File: config.mk
export PLATFORM = sky130hd
export DESIGN_NAME = irrigation_multizone_controller
export DESIGN_NICKNAME = d
export VERILOG_FILES = /design/src/rtl/irrigation_multizone_controller.sv
export SDC_FILE = /design/constraint.sdc
export NUM_CORES = 1
export LEC_CHECK = 0
export ABC_CLOCK_PERIOD_IN_PS = 3300
export BUFFER_PORTS_ARGS = -buffer_cell sky130_fd_sc_hd__buf_2
export CORE_MARGIN = 2
export CORE_UTILIZATION = 56
export DETAILED_ROUTE_END_ITERATION = 6
export PLACE_DENSITY = 0.87
export SLEW_MARGIN = 20
export SYNTH_ARGS = -nofsm -noshare
export SYNTH_HDL_FRONTEND = slang
export SYNTH_SLANG_ARGS = --single-unit
File: constraint.sdc
create_clock -name clock -period 3.3 [get_ports clock]
set_input_delay 0.495 -clock clock [delete_from_list [all_inputs] [get_ports clock]]
set_output_delay 0.495 -clock clock [all_outputs]
set_load 0.005 [all_outputs]
File: src/rtl/irrigation_multizone_controller.sv
// Tank level counter, IDLE/FILL/WATER sequencer and round-robin service of ZONES irrigation zones.
// Define RAIN_HOLD_EN to add a rain input that suspends watering while it is high.

module irrigation_zone_lane (
  input  logic clock,
  input  logic reset_pulse,
  input  logic tick,
  input  logic sel,
  input  logic mode,
  output logic sprinkler,
  output logic dripper
);
  always_ff @(posedge clock or negedge reset_pulse) begin
    if (!reset_pulse) begin
      sprinkler <= 1'b0;
      dripper   <= 1'b0;
    end else if (tick) begin
      sprinkler <= sel & mode;
      dripper   <= sel & ~mode;
    end
  end
endmodule

module irrigation_multizone_controller #(
  parameter int ZONES     = 2,
  parameter int LEVEL_W   = 4,
  parameter int LEVEL_MAX = 7,
  parameter int LOW_MARK  = 1,
  parameter int DWELL     = 4,
  localparam int ZW       = (ZONES > 1) ? $clog2(ZONES) : 1
) (
  input  logic               clock,
  input  logic               reset_pulse,
  input  logic               tick,
  input  logic [ZONES-1:0]   zone_enable,
  input  logic [ZONES-1:0]   zone_mode,
`ifdef RAIN_HOLD_EN
  input  logic               rain,
`endif
  output logic [1:0]         state,
  output logic               filling,
  output logic               watering,
  output logic [ZONES-1:0]   sprinkler,
  output logic [ZONES-1:0]   dripper,
  output logic [ZW-1:0]      active_zone,
  output logic [LEVEL_W-1:0] water_level
);
  localparam int DW = (DWELL > 1) ? $clog2(DWELL) : 1;

  typedef enum logic [1:0] {
    S_IDLE  = 2'b00,
    S_FILL  = 2'b01,
    S_WATER = 2'b10
  } state_t;

  state_t             st_q, st_d;
  logic [LEVEL_W-1:0] level_q, level_d;
  logic [ZW-1:0]      zone_q, zone_d;
  logic [ZW-1:0]      ptr_q, ptr_d;
  logic [DW-1:0]      dwell_q, dwell_d;
  logic               mode_q, mode_d;
  logic               filling_q, watering_q;
  logic               rain_hold;

`ifdef RAIN_HOLD_EN
  assign rain_hold = rain;
`else
  assign rain_hold = 1'b0;
`endif

  // Round-robin pick: rotate requests so the pointer sits at bit 0, take the lowest set bit.
  logic [ZONES-1:0] en_rot;
  logic [ZW-1:0]    pick_off, pick_zone;
  logic [ZW:0]      pick_sum;
  logic             pick_found, pick_mode;

  always_comb begin
    en_rot     = ZONES'({zone_enable, zone_enable} >> ptr_q);
    pick_found = 1'b0;
    pick_off   = '0;
    for (int j = ZONES - 1; j >= 0; j--) begin
      if (en_rot[j]) begin
        pick_found = 1'b1;
        pick_off   = ZW'(j);
      end
    end
    pick_sum = {1'b0, ptr_q} + {1'b0, pick_off};
    if (pick_sum >= (ZW+1)'(ZONES)) pick_sum = pick_sum - (ZW+1)'(ZONES);
    pick_zone = pick_sum[ZW-1:0];
    pick_mode = |(zone_mode & (ZONES'(1) << pick_zone));
  end

  // One watering tick; the IDLE->WATER entry tick is itself the first watering tick.
  logic               entering, w_mode, w_en, w_low, w_end;
  logic [ZW-1:0]      w_zone, w_ptr_inc;
  logic [DW-1:0]      w_dwell;
  logic [LEVEL_W-1:0] w_cost, w_level;

  always_comb begin
    entering  = (st_q == S_IDLE);
    w_zone    = entering ? pick_zone : zone_q;
    w_mode    = entering ? pick_mode : mode_q;
    w_dwell   = entering ? '0 : dwell_q;
    w_en      = entering ? 1'b1 : |(zone_enable & (ZONES'(1) << zone_q));
    w_cost    = w_mode ? LEVEL_W'(2) : LEVEL_W'(1);
    w_level   = (level_q > w_cost) ? level_q - w_cost : '0;
    w_low     = (w_level <= LEVEL_W'(LOW_MARK));
    w_end     = !w_en || (w_dwell == DW'(DWELL - 1));
    w_ptr_inc = (w_zone == ZW'(ZONES - 1)) ? '0 : w_zone + ZW'(1);
  end

  always_comb begin
    st_d    = st_q;
    level_d = level_q;
    zone_d  = zone_q;
    ptr_d   = ptr_q;
    dwell_d = dwell_q;
    mode_d  = mode_q;
    case (st_q)
      S_IDLE: begin
        if (level_q <= LEVEL_W'(LOW_MARK)) begin
          st_d = S_FILL;
        end else if (pick_found && !rain_hold) begin
          zone_d  = pick_zone;
          ptr_d   = pick_zone;
          mode_d  = pick_mode;
          level_d = w_level;
          dwell_d = '0;
          if (w_low) begin
            st_d = S_FILL;
          end else if (w_end) begin
            st_d  = S_IDLE;
            ptr_d = w_ptr_inc;
          end else begin
            st_d    = S_WATER;
            dwell_d = w_dwell + DW'(1);
          end
        end
      end
      S_FILL: begin
        level_d = (level_q >= LEVEL_W'(LEVEL_MAX - 1)) ? LEVEL_W'(LEVEL_MAX)
                                                       : level_q + LEVEL_W'(1);
        if (level_d == LEVEL_W'(LEVEL_MAX)) st_d = S_IDLE;
      end
      S_WATER: begin
        if (rain_hold) begin
          st_d    = S_IDLE;
          ptr_d   = w_ptr_inc;
          dwell_d = '0;
        end else begin
          level_d = w_level;
          if (w_low) begin
            // Pointer stays on this zone so it resumes with a fresh dwell after refill.
            st_d    = S_FILL;
            dwell_d = '0;
          end else if (w_end) begin
            st_d    = S_IDLE;
            ptr_d   = w_ptr_inc;
            dwell_d = '0;
          end else begin
            dwell_d = w_dwell + DW'(1);
          end
        end
      end
      default: st_d = S_IDLE;
    endcase
  end

  always_ff @(posedge clock or negedge reset_pulse) begin
    if (!reset_pulse) begin
      st_q       <= S_IDLE;
      level_q    <= LEVEL_W'(LEVEL_MAX);
      zone_q     <= '0;
      ptr_q      <= '0;
      dwell_q    <= '0;
      mode_q     <= 1'b0;
      filling_q  <= 1'b0;
      watering_q <= 1'b0;
    end else if (tick) begin
      st_q       <= st_d;
      level_q    <= level_d;
      zone_q     <= zone_d;
      ptr_q      <= ptr_d;
      dwell_q    <= dwell_d;
      mode_q     <= mode_d;
      filling_q  <= (st_d == S_FILL);
      watering_q <= (st_d == S_WATER);
    end
  end

  for (genvar g = 0; g < ZONES; g++) begin : g_lane
    irrigation_zone_lane u_lane (
      .clock      (clock),
      .reset_pulse(reset_pulse),
      .tick       (tick),
      .sel        ((st_d == S_WATER) && (zone_d == ZW'(g))),
      .mode       (mode_d),
      .sprinkler  (sprinkler[g]),
      .dripper    (dripper[g])
    );
  end

  assign state       = st_q;
  assign filling     = filling_q;
  assign watering    = watering_q;
  assign active_zone = zone_q;
  assign water_level = level_q;
endmodule

Word level (Yosys, flattened, before mapping)

Index checks and enable logic that the tools add are counted.

Memories: 0
Output and inout bits: 13
Register bits: 17
ROM bits: 0
Word-level logic and storage cells: 97
RAM bits: 0
Latch bits: 0

Shift-type cells: 3
Mux-type cells: 41
Multipliers: 0
Order comparisons: 5
Reductions and logical operators: 12
$add $sub $neg: 6
Bitwise logic cells: 8
Equal/unequal tests: 10
Div/mod/pow operators: 0

Operators by type and width:

| cell                | number |
|---|---|
| $mux 2              | 13 |
| $mux 1              | 20 |
| $mux 4              | 4 |
| $pmux 4 s3          | 1 |
| $le 4x1->1 const B  | 2 |
| $ne 2x2->1 const B  | 4 |
| $reduce_and 4->1    | 2 |
| $eq 2x2->1 const B  | 3 |
| $pmux 2 s3          | 1 |
| $reduce_and 6->1    | 1 |
| $add 4x1->4 const B | 1 |
| $and 1x1->1         | 4 |
| $and 2x2->2         | 2 |
| $eq 2x1->1 const B  | 2 |
| $eq 4x3->1 const B  | 1 |
| $ge 4x3->1 const B  | 1 |
| $gt 4x2->1          | 1 |
| $pmux 2 s2          | 1 |
| $reduce_or 2->1     | 2 |
| $shl 1x1->2 const A | 2 |
| $shr 4x1->2         | 1 |
| $sub 4x2->4         | 1 |
| $reduce_bool 3->1   | 1 |
| $add 1x1->2         | 1 |
| other kinds (11)    | 13 |

Depth between registers and ports, before layout

Depth after elaboration: 21
Mapped depth: 14

Hierarchy

From an unflattened synthesis, not the netlist that was laid out.

Cell total of the unflattened synthesis: 160
Area, all modules: 1383.8 sq um

Modules (own cells, without submodules):

| module                          | area each (sq um) | instances | cells an instance | seq. area each (sq um) |
|---|---|---|---|---|
| irrigation_multizone_controller | 1223.7            | 1         | 144               | 329.1 |
| irrigation_zone_lane            | 80.1              | 2         | 8                 | 50.0 |

Least setup slack after synthesis

No wires, ideal clock.

Path kind: input to register
Start point: input port zone_enable[0]
End point: register dwell_q[1]
Required time: 3.178 ns
Slack: 0.044 ns
Stages: 13
Arrival: 3.135 ns
Buffers on the path: 1
Path through: buf_4 > or3b_1 > o21a_1 > a31o_2 > inv_1 > ha_1 > inv_1 > a2111oi_0 > a21oi_1 > a211o_1 > a31oi_2 > nor2_1 > a32o_1

Cells in the longest elaborated chain, start to end: 18

RTL lines:

| what                                             | RTL line | source |
|---|---|---|
| start, declared                                  | 35       | `input logic [ZONES-1:0] zone_enable,` |
| $shr 4x1->2                                      | 78       | `en_rot = ZONES'({zone_enable, zone_enable} >> ptr_q);` |
| $mux 1 (2 in series)                             | 82       | `if (en_rot[j]) begin` |
| $add 1x1->2                                      | 87       | `pick_sum = {1'b0, ptr_q} + {1'b0, pick_off};` |
| $ge 2x2->1 / $sub 1x1->1 (equally long branches) | 88       | `if (pick_sum >= (ZW+1)'(ZONES)) pick_sum = pick_sum - (ZW+1)'(ZONES);` |
| $mux 1                                           | 88       |  |
| $shl 1x1->2                                      | 90       | `pick_mode = \|(zone_mode & (ZONES'(1) << pick_zone));` |
| $and 2x2->2                                      | 90       |  |
| $reduce_or 2->1                                  | 90       |  |
| $mux 1                                           | 102      | `w_mode = entering ? pick_mode : mode_q;` |
| $mux 2                                           | 105      | `w_cost = w_mode ? LEVEL_W'(2) : LEVEL_W'(1);` |
| $sub 4x2->4 / $gt 4x2->1 (equally long branches) | 106      | `w_level = (level_q > w_cost) ? level_q - w_cost : '0;` |
| $mux 4                                           | 106      |  |
| $le 4x1->1                                       | 107      | `w_low = (w_level <= LEVEL_W'(LOW_MARK));` |
| $mux 2                                           | 129      | `if (w_low) begin` |
| $mux 2                                           | 123      | `end else if (pick_found && !rain_hold) begin` |
| $mux 2                                           | 121      | `if (level_q <= LEVEL_W'(LOW_MARK)) begin` |
| $pmux 2 s2                                       | 119      | `case (st_q)` |
| end signal, assigned                             | 184      | `dwell_q <= dwell_d;` |
| end, declared                                    | 60       | `logic [DW-1:0] dwell_q, dwell_d;` |

Parallel ways exist; a longest one is shown, timed or not. The select of a mux whose other input is x is not followed.
A chain may end at the register's enable or synchronous reset.

Worst setup path after layout

Start point: register ptr_q
End point: register g_lane[0].u_lane.dripper

Cells in the longest elaborated chain, start to end: 21

RTL lines:

| what                                             | RTL line | source |
|---|---|---|
| start, declared                                  | 59       | `logic [ZW-1:0] ptr_q, ptr_d;` |
| start signal, assigned                           | 183      | `ptr_q <= ptr_d;` |
| $shr 4x1->2                                      | 78       |  |
| $mux 1 (2 in series)                             | 82       |  |
| $add 1x1->2                                      | 87       |  |
| $ge 2x2->1 / $sub 1x1->1 (equally long branches) | 88       |  |
| $mux 1                                           | 88       |  |
| $shl 1x1->2                                      | 90       |  |
| $and 2x2->2                                      | 90       |  |
| $reduce_or 2->1                                  | 90       |  |
| [4 not listed]                                   | --       |  |
| $le 4x1->1                                       | 107      |  |
| $mux 2                                           | 129      |  |
| $mux 2                                           | 123      |  |
| $mux 2                                           | 121      |  |
| $pmux 2 s3                                       | 119      |  |
| $eq 2x2->1                                       | 196      | `.sel ((st_d == S_WATER) && (zone_d == ZW'(g))),` |
| $logic_and 1x1->1                                | 196      |  |
| $and 1x1->1 (*)                                  | 19       | `dripper <= sel & ~mode;` |
| end signal, assigned                             | 19       |  |
| end, declared                                    | 11       | `output logic dripper` |

Mark *: on every way between the ends. The rest lies on a longest branch, timed or not.

==> impl_metrics.csv <==
group,metric,value,unit
floorplanning,pin_count,20,
synthesis,yosysMostFrequentCell,"nor2_1",
drt,drt_iter0_drc,81,
critical_path,cp-end-kind,"flop",
synthesis,syn_area,1370,µm²
layout,n_antenna_cell,0,
timing,finalSetupViolations,0,
power,swShare,47.9,%
critical_path,path_max_fanout,6,
layout,multi_input_area,887,µm²
power,power_switching,999,µW
synthesis,synth_warnings,0,
power,p_comb_share,74.5,%
layout,nFillCells,169,
clock_network,ctsHoldBuffers,0,
layout,syn2layout_area_growth,22.2,%
place,io_buffers,19,
drt,drc_errors,0,
timing,report.final.slew_viol_count,0,
drt,drtPass1Iterations,5,
global_route,grt_pass1_vias,1324,
floorplanning,initial_core_util,60.7,%
synthesis,synth_cells,166,
layout,drive_gt1_share,30.8,%
critical_path,critPathArrivalTime,3350,ps
hold_path,hp-class,"input port to async pin",
synthesis,syn_nets,180,
synthesis,async_flop_share,100,%
synthesis,synth_edf_count,0,
place,placed_cells,221,
clock_network,cts-root-buf,"clkbuf_4",
power,pwr-share-clk,5.4,%
power,vdd_ir_drop_max,953,µV
power,p_total,2090,µW
timing,tightest_slew,516,ps
layout,finalInstanceArea,1670,µm²
synthesis,syn_area_per_cell,8.24,µm²
synthesis,synth-seq-cells,17,
drt,wire_per_inst,15.4,µm
timing,worst_slack,157,ps
floorplanning,die_h,53.4,µm
critical_path,crit_type,"flop to flop",
synthesis,yosys.cell_types.count,49,
timing,hold_violations,0,
layout,nNetsFinal,213,
clock_network,cts_sinks,17,
timing,max-slew-margin-rel,65.5,%
power,p_leak,0.000766,µW
critical_path,worstPathRequired,3500,ps
power,p_int,1090,µW
place,hpwl,2660,µm
clock_network,cts_tree,"built",
status,outcome,"finished clean",
global_route,grt_pass1_wl,5800,µm
synthesis,ys_seq_area_share,31.4,%
timing,rsz0062_at_grt,"no",
clock_network,cts_buffer_depth,2,
critical_path,reg2regPathDepth,12,
layout,fin_cells,226,
floorplanning,die_x,53.4,µm
clock_network,htreeDepth,1,
global_route,grt_usage,27.9,%
drt,vias,1385,
global_route,grt_antenna_before_repair,0,
timing,clock_skew,8.87,ps
clock_network,cts_made_buffers,3,
synthesis,synthTopCellsByCount,"nor2_1, inv_1, dfrtp_1",
synthesis,ys.flop_type,"dfrtp_1",
power,p_per_area,1250,nW/µm²
timing,timing.final.crit_share,95.2,%
power,p_seq_share,20.1,%
place,gp_congestion,0.885,
clock_network,worst_skew_pair.late_latency,290,ps
floorplanning,row_count,17,
timing,fin_setup_tns,0,ps
global_route,grt_max_degree,18,
synthesis,synth_top_cell_area_share,25.6,%
floorplanning,coreArea,2250,µm²
timing,min_period,3140,ps
synthesis,synth_area_leaders,"dfrtp_1, ha_1, nor2_1, dfstp_2, o21ai_0",
drt,wl,3480,µm
global_route,grt_overflow,0,
drt,ant_nets,0,
drt,viasPerCell,6.13,
place,place_area,1570,µm²
critical_path,critPathLaunchType,"flop",
clock_network,clk_pin_slew,100,ps
timing,max_freq,0.318,GHz
layout,seqCellArea,429,µm²
floorplanning,die_area,2850,µm²
place,dp_slack,-128,ps
synthesis,yosysTopAreaCell,"dfrtp_1",
job,drv_cap,0,
==> sequential cells by signal, indices dropped and copies added (netlist names) <==
register                 count
mode_q                       1
dwell_q                      2
g_lane.u_lane.sprinkler      2
active_zone                  1
ptr_q                        1
g_lane.u_lane.dripper        2
watering                     1
state                        2
water_level                  4
filling                      1
==> metal layers <==
metal	global-route usage, %	part of all wire [%]	vias up
li1	-	-	658
met1	35.9	42	652
met2	47.7	49	67
met3	3.67	8.0	8
met4	8.97	1.1	0
met5	0	0	-
==> worst max-delay path, cell delays in order (launching register included) <==
cell,delay [ps]
dfrtp_1,410
or3b_1,370
o21a_1,130
a31o_2,240
inv_1,80
ha_1,160
buf_4,120
nand2b_1,90
a2111oi_2,460
or4_4,230
a31oi_4,100
or3_4,430
o32ai_1,230
==> what timing repair did <==
| action | CTS | global route |
|---|---|---|
| setup endpoints to repair | 0 | 7 |
| setup buffers | 0 | 1 |
| resized for setup | 0 | 12 |
==> stage by stage <==
step / hold slack [ps] / util [%]
after floorplan: 199 / -
after detailed placement: 441 / 69.8
final: 98.1 / 74.1
after CTS: 117 / 71.0
after global placement: 429 / 69.8
after global routing: 119 / 74.1
==> cells by family after synthesis <==
family                   count (synthesis)  synth area share (%)
flip-flops                              17                  31.4
AO/OA/AOI/OAI                           56                  29.1
adder cells (fa/ha/maj)                  7                  6.40
AND/OR/NAND/NOR                         55                  20.0
multiplexers                             5                  4.03
XOR/XNOR                                 1                 0.641
buffers and inverters                   25                  8.42
==> area by class of cell <==
class | count | area share (%)
repair buffers | 38 | 14.2
multi-input cells | 124 | 53.1
well taps | 28 | 2.10
clock buffers | 4 | 1.57
flip-flops and latches | 17 | 25.7
inverters | 15 | 3.37
==> power by group through the flow <==
stage	combinational, µW	sequential (µW)	clock, µW
after global placement	1310	408	0
after CTS	1360	413	111
after global routing	1700	434	122
final	1560	420	112
after detailed placement	1350	416	0
after floorplan	928	388	0
==> cell usage in the layout, fill, tap and decap left out, types with 2 or more instances in the layout <==
cell	Yosys	routed
nor2_1	22	22
buf_2	2	19
buf_4	5	19
inv_1	15	14
dfrtp_1	14	14
o21ai_0	13	13
a21oi_1	10	10
nand2_1	8	8
ha_1	7	7
nor2b_1	5	5
nand2b_1	4	4
o21a_1	3	3
and2_1	3	3
nand3_1	3	3
nor3_1	3	3
mux2i_1	3	3
o32ai_2	0	3
clkbuf_4	0	3
dfstp_2	3	3
or2_2	2	2
o211ai_1	2	2
a2111oi_2	1	2
a21o_1	2	2
o22a_1	2	2
==> final timing paths <==
kind | from | to | slack [ps]
max in group asynchronous | reset_pulse | water_level[0]$_DFFE_PN1P_ | 2890
min in group clock | dwell_q[1]$_DFFE_PN0P_ | dwell_q[1]$_DFFE_PN0P_ | 500
setup / recovery | ptr_q$_DFFE_PN0P_ | g_lane[0].u_lane.dripper$_DFFE_PN0P_ | 160
hold reg to reg | dwell_q[1]$_DFFE_PN0P_ | dwell_q[1]$_DFFE_PN0P_ | 500
setup reg to reg | ptr_q$_DFFE_PN0P_ | g_lane[0].u_lane.dripper$_DFFE_PN0P_ | 160
hold / removal | reset_pulse | g_lane[0].u_lane.sprinkler$_DFFE_PN0P_ | 100
Note: power is estimated with default switching activity, not from simulation.
